## src/rtl/vrf_lane_seq_pkg.sv

```systemverilog
`default_nettype none
// ============================================================================
//  Module   : vrf_lane_seq_pkg
//  Purpose  : Shared definitions for the lane operand sequencer. Holds the
//             default lane geometry, derived address/element widths, the
//             sequencer state enum, the latched instruction-field struct and
//             a helper that clips a requested element count to the lane size.
//  Ports    : none (package)
//  Revision : 1.0 - initial release
// ============================================================================
package vrf_lane_seq_pkg;

    localparam int VRF_DATA_WIDTH = 32;
    localparam int VRF_REG_NUM    = 32;
    localparam int VRF_LANES      = 4;

    localparam int ADDR_B = $clog2(VRF_REG_NUM);
    localparam int ELEM_B = $clog2(VRF_LANES);

    // Largest legal element count, pre-sized to the vl field width.
    localparam logic [ELEM_B:0] VL_MAX = VRF_LANES[ELEM_B:0];

    typedef enum logic [2:0] {
        ST_IDLE  = 3'd0,
        ST_FETCH = 3'd1,
        ST_WAIT  = 3'd2,
        ST_EXEC  = 3'd3,
        ST_DONE  = 3'd4
    } seq_state_e;

    typedef struct packed {
        logic [ADDR_B-1:0] vs1;
        logic [ADDR_B-1:0] vs2;
        logic [ADDR_B-1:0] vs3;
        logic [ADDR_B-1:0] vd;
        logic              use_c;
        logic              use_mask;
        logic [ELEM_B:0]   vl;
    } instr_t;

    // Requests longer than one register's worth of lane elements are
    // truncated to a full register.
    function automatic logic [ELEM_B:0] clip_vl(input logic [ELEM_B:0] vl);
        if (vl > VL_MAX) begin
            return VL_MAX;
        end
        return vl;
    endfunction

endpackage
`default_nettype wire

```

## src/rtl/vrf_lane_seq_cnt.sv

```systemverilog
`default_nettype none
// ============================================================================
//  Module   : vrf_lane_seq_cnt
//  Purpose  : Issue/write counter pair for the lane sequencer. ic counts
//             elements handed to the ALU, wc counts results written back.
//             Also provides the occupancy compares the sequencer needs.
//  Ports    : clk_i, resetn_i      - clock, async active-low reset
//             clr_i                - zero both counters (start of EXEC)
//             inc_ic_i / inc_wc_i  - advance issue / write counter
//             vl_i                 - element count of current instruction
//             ic_o / wc_o          - counter values
//             ic_lt_vl_o           - more elements remain to issue
//             pend_o               - results outstanding (wc < ic)
//             wc_last_o            - next write is the final element
//  Revision : 1.0 - initial release
// ============================================================================
module vrf_lane_seq_cnt #(
    parameter int CW = 3
) (
    input  logic          clk_i,
    input  logic          resetn_i,
    input  logic          clr_i,
    input  logic          inc_ic_i,
    input  logic          inc_wc_i,
    input  logic [CW-1:0] vl_i,
    output logic [CW-1:0] ic_o,
    output logic [CW-1:0] wc_o,
    output logic          ic_lt_vl_o,
    output logic          pend_o,
    output logic          wc_last_o
);

    logic [CW-1:0] ic_q, ic_d;
    logic [CW-1:0] wc_q, wc_d;
    logic [CW-1:0] wc_inc;

    assign wc_inc = wc_q + CW'(1);

    always_comb begin
        ic_d = ic_q;
        wc_d = wc_q;
        if (clr_i) begin
            ic_d = '0;
            wc_d = '0;
        end else begin
            if (inc_ic_i) begin
                ic_d = ic_q + CW'(1);
            end
            if (inc_wc_i) begin
                wc_d = wc_inc;
            end
        end
    end

    always_ff @(posedge clk_i or negedge resetn_i) begin
        if (!resetn_i) begin
            ic_q <= '0;
            wc_q <= '0;
        end else begin
            ic_q <= ic_d;
            wc_q <= wc_d;
        end
    end

    assign ic_o       = ic_q;
    assign wc_o       = wc_q;
    assign ic_lt_vl_o = (ic_q < vl_i);
    assign pend_o     = (wc_q < ic_q);
    assign wc_last_o  = (wc_inc == vl_i);

endmodule
`default_nettype wire

```

## src/rtl/vrf_lane_seq.sv

```systemverilog
`default_nettype none
// ============================================================================
//  Module   : vrf_lane_seq
//  Purpose  : Per-lane operand sequencer and writeback controller. Accepts one
//             vector instruction, requests operand fetch from the VRF, streams
//             elements to the lane ALU (valid/ready) and writes in-order ALU
//             results back to vd, honouring the v0 mask.
//  Ports    : clk_i, resetn_i               - clock, async active-low reset
//             issue_* / vs*_i / vd_i / use_* / vl_i - instruction handshake
//             a/b/c/wr_addr_o, is_*_used_o  - latched instruction fields
//             rd_req_o, rd_op_ready_i       - operand fetch request/complete
//             op_valid_o, op_ready_i, rd_elem_cnt_o - ALU element stream
//             res_valid_i, res_data_i       - in-order ALU results
//             mask_i                        - v0 mask bits
//             wr_req_o, wr_en_o, wr_elem_cnt_o, wr_ready_o, wdata_o - VRF write
//             done_o                        - retire pulse
//             err_o                         - sticky unexpected-result flag
//  Revision : 1.0 - initial release
// ============================================================================
module vrf_lane_seq
    import vrf_lane_seq_pkg::*;
#(
    parameter int DATA_WIDTH = VRF_DATA_WIDTH,
    parameter int REG_NUM    = VRF_REG_NUM,
    parameter int LANES      = VRF_LANES
) (
    input  logic                         clk_i,
    input  logic                         resetn_i,
    input  logic                         issue_valid_i,
    output logic                         issue_ready_o,
    input  logic [$clog2(REG_NUM)-1:0]   vs1_i,
    input  logic [$clog2(REG_NUM)-1:0]   vs2_i,
    input  logic [$clog2(REG_NUM)-1:0]   vs3_i,
    input  logic [$clog2(REG_NUM)-1:0]   vd_i,
    input  logic                         use_c_i,
    input  logic                         use_mask_i,
    input  logic [$clog2(LANES):0]       vl_i,
    output logic [$clog2(REG_NUM)-1:0]   a_addr_o,
    output logic [$clog2(REG_NUM)-1:0]   b_addr_o,
    output logic [$clog2(REG_NUM)-1:0]   c_addr_o,
    output logic [$clog2(REG_NUM)-1:0]   wr_addr_o,
    output logic                         rd_req_o,
    output logic                         is_c_used_o,
    output logic                         is_mask_used_o,
    input  logic                         rd_op_ready_i,
    output logic [$clog2(LANES)-1:0]     rd_elem_cnt_o,
    input  logic [DATA_WIDTH-1:0]        mask_i,
    output logic                         wr_req_o,
    output logic                         wr_en_o,
    output logic [$clog2(LANES)-1:0]     wr_elem_cnt_o,
    output logic                         wr_ready_o,
    output logic [DATA_WIDTH-1:0]        wdata_o,
    output logic                         op_valid_o,
    input  logic                         op_ready_i,
    input  logic                         res_valid_i,
    input  logic [DATA_WIDTH-1:0]        res_data_i,
    output logic                         done_o,
    output logic                         err_o
);

    localparam int EW = $clog2(LANES);
    localparam int CW = EW + 1;

    seq_state_e          state_q, state_d;
    instr_t              instr_q, instr_d;
    logic                alive_q;
    logic                wr_req_q;
    logic                wr_en_q;
    logic                wr_ready_q;
    logic [EW-1:0]       wr_elem_q;
    logic [DATA_WIDTH-1:0] wdata_q;
    logic                err_q;

    logic                issue_fire;
    logic                cnt_clr;
    logic                op_fire;
    logic                res_accept;
    logic [CW-1:0]       ic, wc;
    logic                ic_lt_vl, pend, wc_last;
    logic                in_exec;

    // ------------------------------------------------------------------
    // Counter pair
    // ------------------------------------------------------------------
    vrf_lane_seq_cnt #(
        .CW (CW)
    ) u_cnt (
        .clk_i      (clk_i),
        .resetn_i   (resetn_i),
        .clr_i      (cnt_clr),
        .inc_ic_i   (op_fire),
        .inc_wc_i   (res_accept),
        .vl_i       (instr_q.vl),
        .ic_o       (ic),
        .wc_o       (wc),
        .ic_lt_vl_o (ic_lt_vl),
        .pend_o     (pend),
        .wc_last_o  (wc_last)
    );

    // ------------------------------------------------------------------
    // Handshake decode
    // ------------------------------------------------------------------
    // alive_q keeps issue_ready_o low while reset is held and through the
    // first clock after release.
    assign in_exec     = (state_q == ST_EXEC);
    assign issue_ready_o = (state_q == ST_IDLE) && alive_q;
    assign issue_fire  = issue_valid_i && issue_ready_o;
    assign cnt_clr     = (state_q == ST_WAIT) && rd_op_ready_i;
    assign op_valid_o  = in_exec && ic_lt_vl;
    assign op_fire     = op_valid_o && op_ready_i;
    // A result is only meaningful while an issued element is outstanding.
    assign res_accept  = res_valid_i && in_exec && pend;

    // ------------------------------------------------------------------
    // Next-state logic
    // ------------------------------------------------------------------
    always_comb begin
        state_d = state_q;
        instr_d = instr_q;
        unique case (state_q)
            ST_IDLE: begin
                if (issue_fire) begin
                    instr_d.vs1      = vs1_i;
                    instr_d.vs2      = vs2_i;
                    instr_d.vs3      = vs3_i;
                    instr_d.vd       = vd_i;
                    instr_d.use_c    = use_c_i;
                    instr_d.use_mask = use_mask_i;
                    instr_d.vl       = clip_vl(vl_i);
                    state_d = (clip_vl(vl_i) == '0) ? ST_DONE : ST_FETCH;
                end
            end
            ST_FETCH: state_d = ST_WAIT;
            ST_WAIT: begin
                if (rd_op_ready_i) begin
                    state_d = ST_EXEC;
                end
            end
            // Leave EXEC only once the final write slot is on the port.
            ST_EXEC: begin
                if (wr_ready_q) begin
                    state_d = ST_DONE;
                end
            end
            ST_DONE: state_d = ST_IDLE;
            default: state_d = ST_IDLE;
        endcase
    end

    // ------------------------------------------------------------------
    // State and write-port registers
    // ------------------------------------------------------------------
    always_ff @(posedge clk_i or negedge resetn_i) begin
        if (!resetn_i) begin
            state_q    <= ST_IDLE;
            instr_q    <= '0;
            alive_q    <= 1'b0;
            wr_req_q   <= 1'b0;
            wr_en_q    <= 1'b0;
            wr_ready_q <= 1'b0;
            wr_elem_q  <= '0;
            wdata_q    <= '0;
            err_q      <= 1'b0;
        end else begin
            state_q    <= state_d;
            instr_q    <= instr_d;
            alive_q    <= 1'b1;
            wr_req_q   <= cnt_clr;
            // Masked-off elements still occupy a slot, just without strobe.
            wr_en_q    <= res_accept &&
                          (!instr_q.use_mask || mask_i[wc[EW-1:0]]);
            wr_ready_q <= res_accept && wc_last;
            if (res_accept) begin
                wr_elem_q <= wc[EW-1:0];
                wdata_q   <= res_data_i;
            end
            if (res_valid_i && !res_accept) begin
                err_q <= 1'b1;
            end
        end
    end

    // ------------------------------------------------------------------
    // Outputs
    // ------------------------------------------------------------------
    assign rd_req_o       = (state_q == ST_FETCH);
    assign done_o         = (state_q == ST_DONE);
    assign rd_elem_cnt_o  = ic[EW-1:0];
    assign a_addr_o       = instr_q.vs1;
    assign b_addr_o       = instr_q.vs2;
    assign c_addr_o       = instr_q.vs3;
    assign wr_addr_o      = instr_q.vd;
    assign is_c_used_o    = instr_q.use_c;
    assign is_mask_used_o = instr_q.use_mask;
    assign wr_req_o       = wr_req_q;
    assign wr_en_o        = wr_en_q;
    assign wr_ready_o     = wr_ready_q;
    assign wr_elem_cnt_o  = wr_elem_q;
    assign wdata_o        = wdata_q;
    assign err_o          = err_q;

endmodule
`default_nettype wire

```

## config.mk

```make
export PLATFORM = sky130hd
export DESIGN_NAME = vrf_lane_seq
export DESIGN_NICKNAME = d
export VERILOG_FILES = /design/src/rtl/vrf_lane_seq_pkg.sv /design/src/rtl/vrf_lane_seq_cnt.sv /design/src/rtl/vrf_lane_seq.sv
export SDC_FILE = /design/constraint.sdc
export NUM_CORES = 1
export LEC_CHECK = 0
export ABC_CLOCK_PERIOD_IN_PS = 4350
export BUFFER_PORTS_ARGS = -buffer_cell sky130_fd_sc_hd__buf_4
export CORE_MARGIN = 2
export CORE_UTILIZATION = 49
export CTS_CLUSTER_SIZE = 10
export DETAILED_ROUTE_END_ITERATION = 16
export PLACE_DENSITY = 0.87
export SLEW_MARGIN = 20
export SYNTH_ARGS = -nofsm -noshare
export SYNTH_HDL_FRONTEND = slang
export SYNTH_SLANG_ARGS = --single-unit
```

## constraint.sdc

```tcl
create_clock -name clk_i -period 4.35 [get_ports clk_i]
set_input_delay 0.6525 -clock clk_i [delete_from_list [all_inputs] [get_ports clk_i]]
set_output_delay 0.6525 -clock clk_i [all_outputs]
set_load 0.005 [all_outputs]
```

==> flow_summary.ini <==
[run_status]
outcome = finished, final reports clean

[global_routing]
grt_pass1_vias = 2206
use_met1_pct = 21.8
use_met3_pct = 5.02
grt_busiest_layer = met2
grtUsageMet2_pct = 29.4
grt_pass1_wl_um = 10500
antenna_found_initial = 0
grt_start_max_net_pins = 74
gr-total-overflow = 0
grt_usage_pct = 17.8

[worst_setup_path]
slowest_delay_ns = 0.63
rrSetupSlack_ns = 1.82
crit_type = reg -> reg
critPathCaptureType = register
r2r-end = wdata_o[1]
critical_path_required_ns = 4.59
worst-path-max-fanout = 24
cp.depth = 6
path_cells = inv_1, ha_1, o21ai_0, o2111ai_4, buf_4, mux2_2
worstPathArrival_ns = 2.77
critPathCapture = wdata_o[1]
startpoint = u_cnt.ic_o[1]
timing.rr.start = u_cnt.ic_o[1]
cp-start-kind = register
slowest_stage = o2111ai_4
reg2reg_depth = 6
crit_family = compound AO/OA/AOI/OAI gates
path_buf_inv = 2

[power_and_ir_drop]
power_switching_mw = 1.02
ir_drop_mv = 0.333
seqPwrFrac_pct = 37.4
powerDensity_nw_per_um2 = 740
p_int_mw = 2.28
pwr-share-clk_pct = 16.3
totalPowerFinal_mw = 3.30
leakagePower_nw = 2.32
comb_power_share_pct = 46.3
switching_share_pct = 30.9

[route]
drc_errors = 0
routed_wl_um = 6750
vias = 2115
avgViaCountPerCell = 4.95
wl_per_cell_um = 15.8
drtPass1Iterations = 4
drtAntennaViolNets = 0
drtIter0Drc = 67

[synth]
netlist_instances = 229
ys_types = 37
yosysWarnings = 0
seq_area_frac_synth_pct = 53.5
synth_area_um2 = 3410
synth-seq-cells = 73
syn_nets = 330
postSynthAreaPerCell_um2 = 14.9

[layout]
nFillCells = 505
num_antenna_cells = 0
stdcell_area_um2 = 4460
drive_gt1_share_pct = 61.7
nets = 443
area_growth_pct = 30.7

[floorplan]
die_area_um2 = 7650
rows = 30
core_um2 = 6760
die-width_um = 87.4
die_y_um = 87.4
start_util_pct = 50.5
ios = 161

[clocking]
htree_num_levels = 3
cts_buffers = 9
cts_resized = 0
cts_tree = built
cts_setup_buffers = 0
cts_hold_buf = 0
cts_buffer_depth = 2
worstSkewPairLatency_ns = 0.34
cts.sinks = 73
clkTransAtPathRegs_ns = 0.08
cts_root_buf = clkbuf_8

[min_path]
hold_class = in -> async

[sta]
final_max_slew_viol_count = 0
whs_ns = 0.431
worst_pin_slew_ns = 0.906
fmax_mhz = 395
setup_viol = 0
hold_viol_final = 0
fin_crit_sh_pct = 58.2
relSlewSlack_pct = 39.6
period_needed_ns = 2.53
grt_setup_unrepaired = no
setup_tns_ns = 0
final.setup_skew_ns = 0.00935

[placement]
portBuffers = 132
place_area_um2 = 4260
dp.final_hpwl_um = 4930
gp_congestion = 0.812

[job]
maxCapViolCount = 0
cells in the final DEF, fill, tap and decap left out, types with 5 or more instances in the layout:
master	count
buf_4	133
dfrtp_1	73
mux2_4	47
mux2_2	10
inv_1	9
clkbuf_8	9
o21ai_0	7
nand3_1	7
ha_1	6
nand2_1	5
cell families after synthesis:
group,synth area share [%]
buffers and inverters,8.40
adders and majority gates,2.20
DFF,53.5
xor gates and xnor gates,1.03
and+or+nand+nor,6.23
muxes,24.9
AOI/OAI and AO/OA,3.56
other,0.110
worst min-delay path by stage:
| stage | startpoint | to | slack [ns] | cells past startpoint |
|---|---|---|---|---|
| after floorplan | resetn_i | a_addr_o[0] | 0.36 | 0 |
| after global placement | err_o | err_o | 0.44 | 1 |
| after detailed placement | err_o | err_o | 0.45 | 1 |
| after CTS | resetn_i | wdata_o[15] | 0.46 | 1 |
| after global routing | err_o | err_o | 0.49 | 1 |
| final | resetn_i | err_o | 0.43 | 1 |
synth_stat cells, drive strengths merged:
master,n,area [µm²]
o31ai,1,7.51
clkbuf,2,8.75
buf,29,244
o21ai,7,35.0
o2111ai,1,26.3
nor2,1,3.75
nor4b,1,23.8
nor4,1,12.5
mux4,1,22.5
nor3b,4,35.0
nand2,6,30.0
and4bb,1,12.5
and2,1,6.26
mux2,57,818
ha,6,75.1
a21oi,3,15.0
nand4b,1,8.76
a21o,1,7.51
inv,9,33.8
dfrtp,73,1830
and3b,1,10.0
nor3,1,5.00
xor2,1,8.76
nand4,1,6.26
xnor2,3,26.3
mux2i,1,10.0
o21a,1,7.51
o211ai,3,22.5
nand3,7,35.0
nand2b,2,12.5
or4bb,1,11.3
conb,1,3.75
area by class of cell:
class | count | area [µm²] | share of cell area (%)
Sequential cell | 73 | 1830 | 41.0
Multi-Input combinational cell | 116 | 1300 | 29.1
Timing Repair Buffer | 133 | 998 | 22.4
Clock buffer | 9 | 124 | 2.78
Tap cell | 80 | 100 | 2.24
Clock inverter | 7 | 77.6 | 1.74
Inverter | 9 | 33.8 | 0.758
metrics by stage:
step / instances / util [%] / setup WS [ns]
after detailed placement: 411 / 63.0 / 1.80
after global routing: 427 / 66.0 / 1.66
final: 427 / 66.0 / 1.82
after CTS: 427 / 66.0 / 1.79
after floorplan: 229 / - / 2.56
after global placement: 411 / 63.0 / 1.85
routing by layer:
layer,share of wire (%),vias to the layer above
li1,-,998
met1,41,1024
met2,51,83
met3,6.7,10
met4,1.7,0
met5,0,-
sequential cells by signal, indices dropped and copies added, names as in the netlist:
| name | flops |
|---|---|
| a_addr_o | 5 |
| alive_q | 1 |
| b_addr_o | 5 |
| c_addr_o | 5 |
| err_o | 1 |
| instr_q | 3 |
| is_c_used_o | 1 |
| is_mask_used_o | 1 |
| state_q | 3 |
| u_cnt.ic_o | 3 |
| u_cnt.wc_o | 3 |
| wdata_o | 32 |
| wr_addr_o | 5 |
| wr_elem_cnt_o | 2 |
| wr_en_o | 1 |
| wr_ready_o | 1 |
| wr_req_o | 1 |
power groups by stage:
stage	logic [mW]	registers (mW)	clock network, mW
after floorplan	1.08	1.19	0
after global placement	1.51	1.22	0
after detailed placement	1.55	1.24	0
after CTS	1.56	1.24	0.551
after global routing	1.65	1.28	0.581
final	1.53	1.23	0.539
worst register-to-register path: cells and delay by family, from the launching register on:
family                     cells  cell delay, ns
DFF                            1            0.43
AOI/OAI and AO/OA              2            0.75
adders and majority gates      1            0.28
muxes                          1            0.40
buffers and inverters          2            0.57
(Power assumes the default switching activity.)
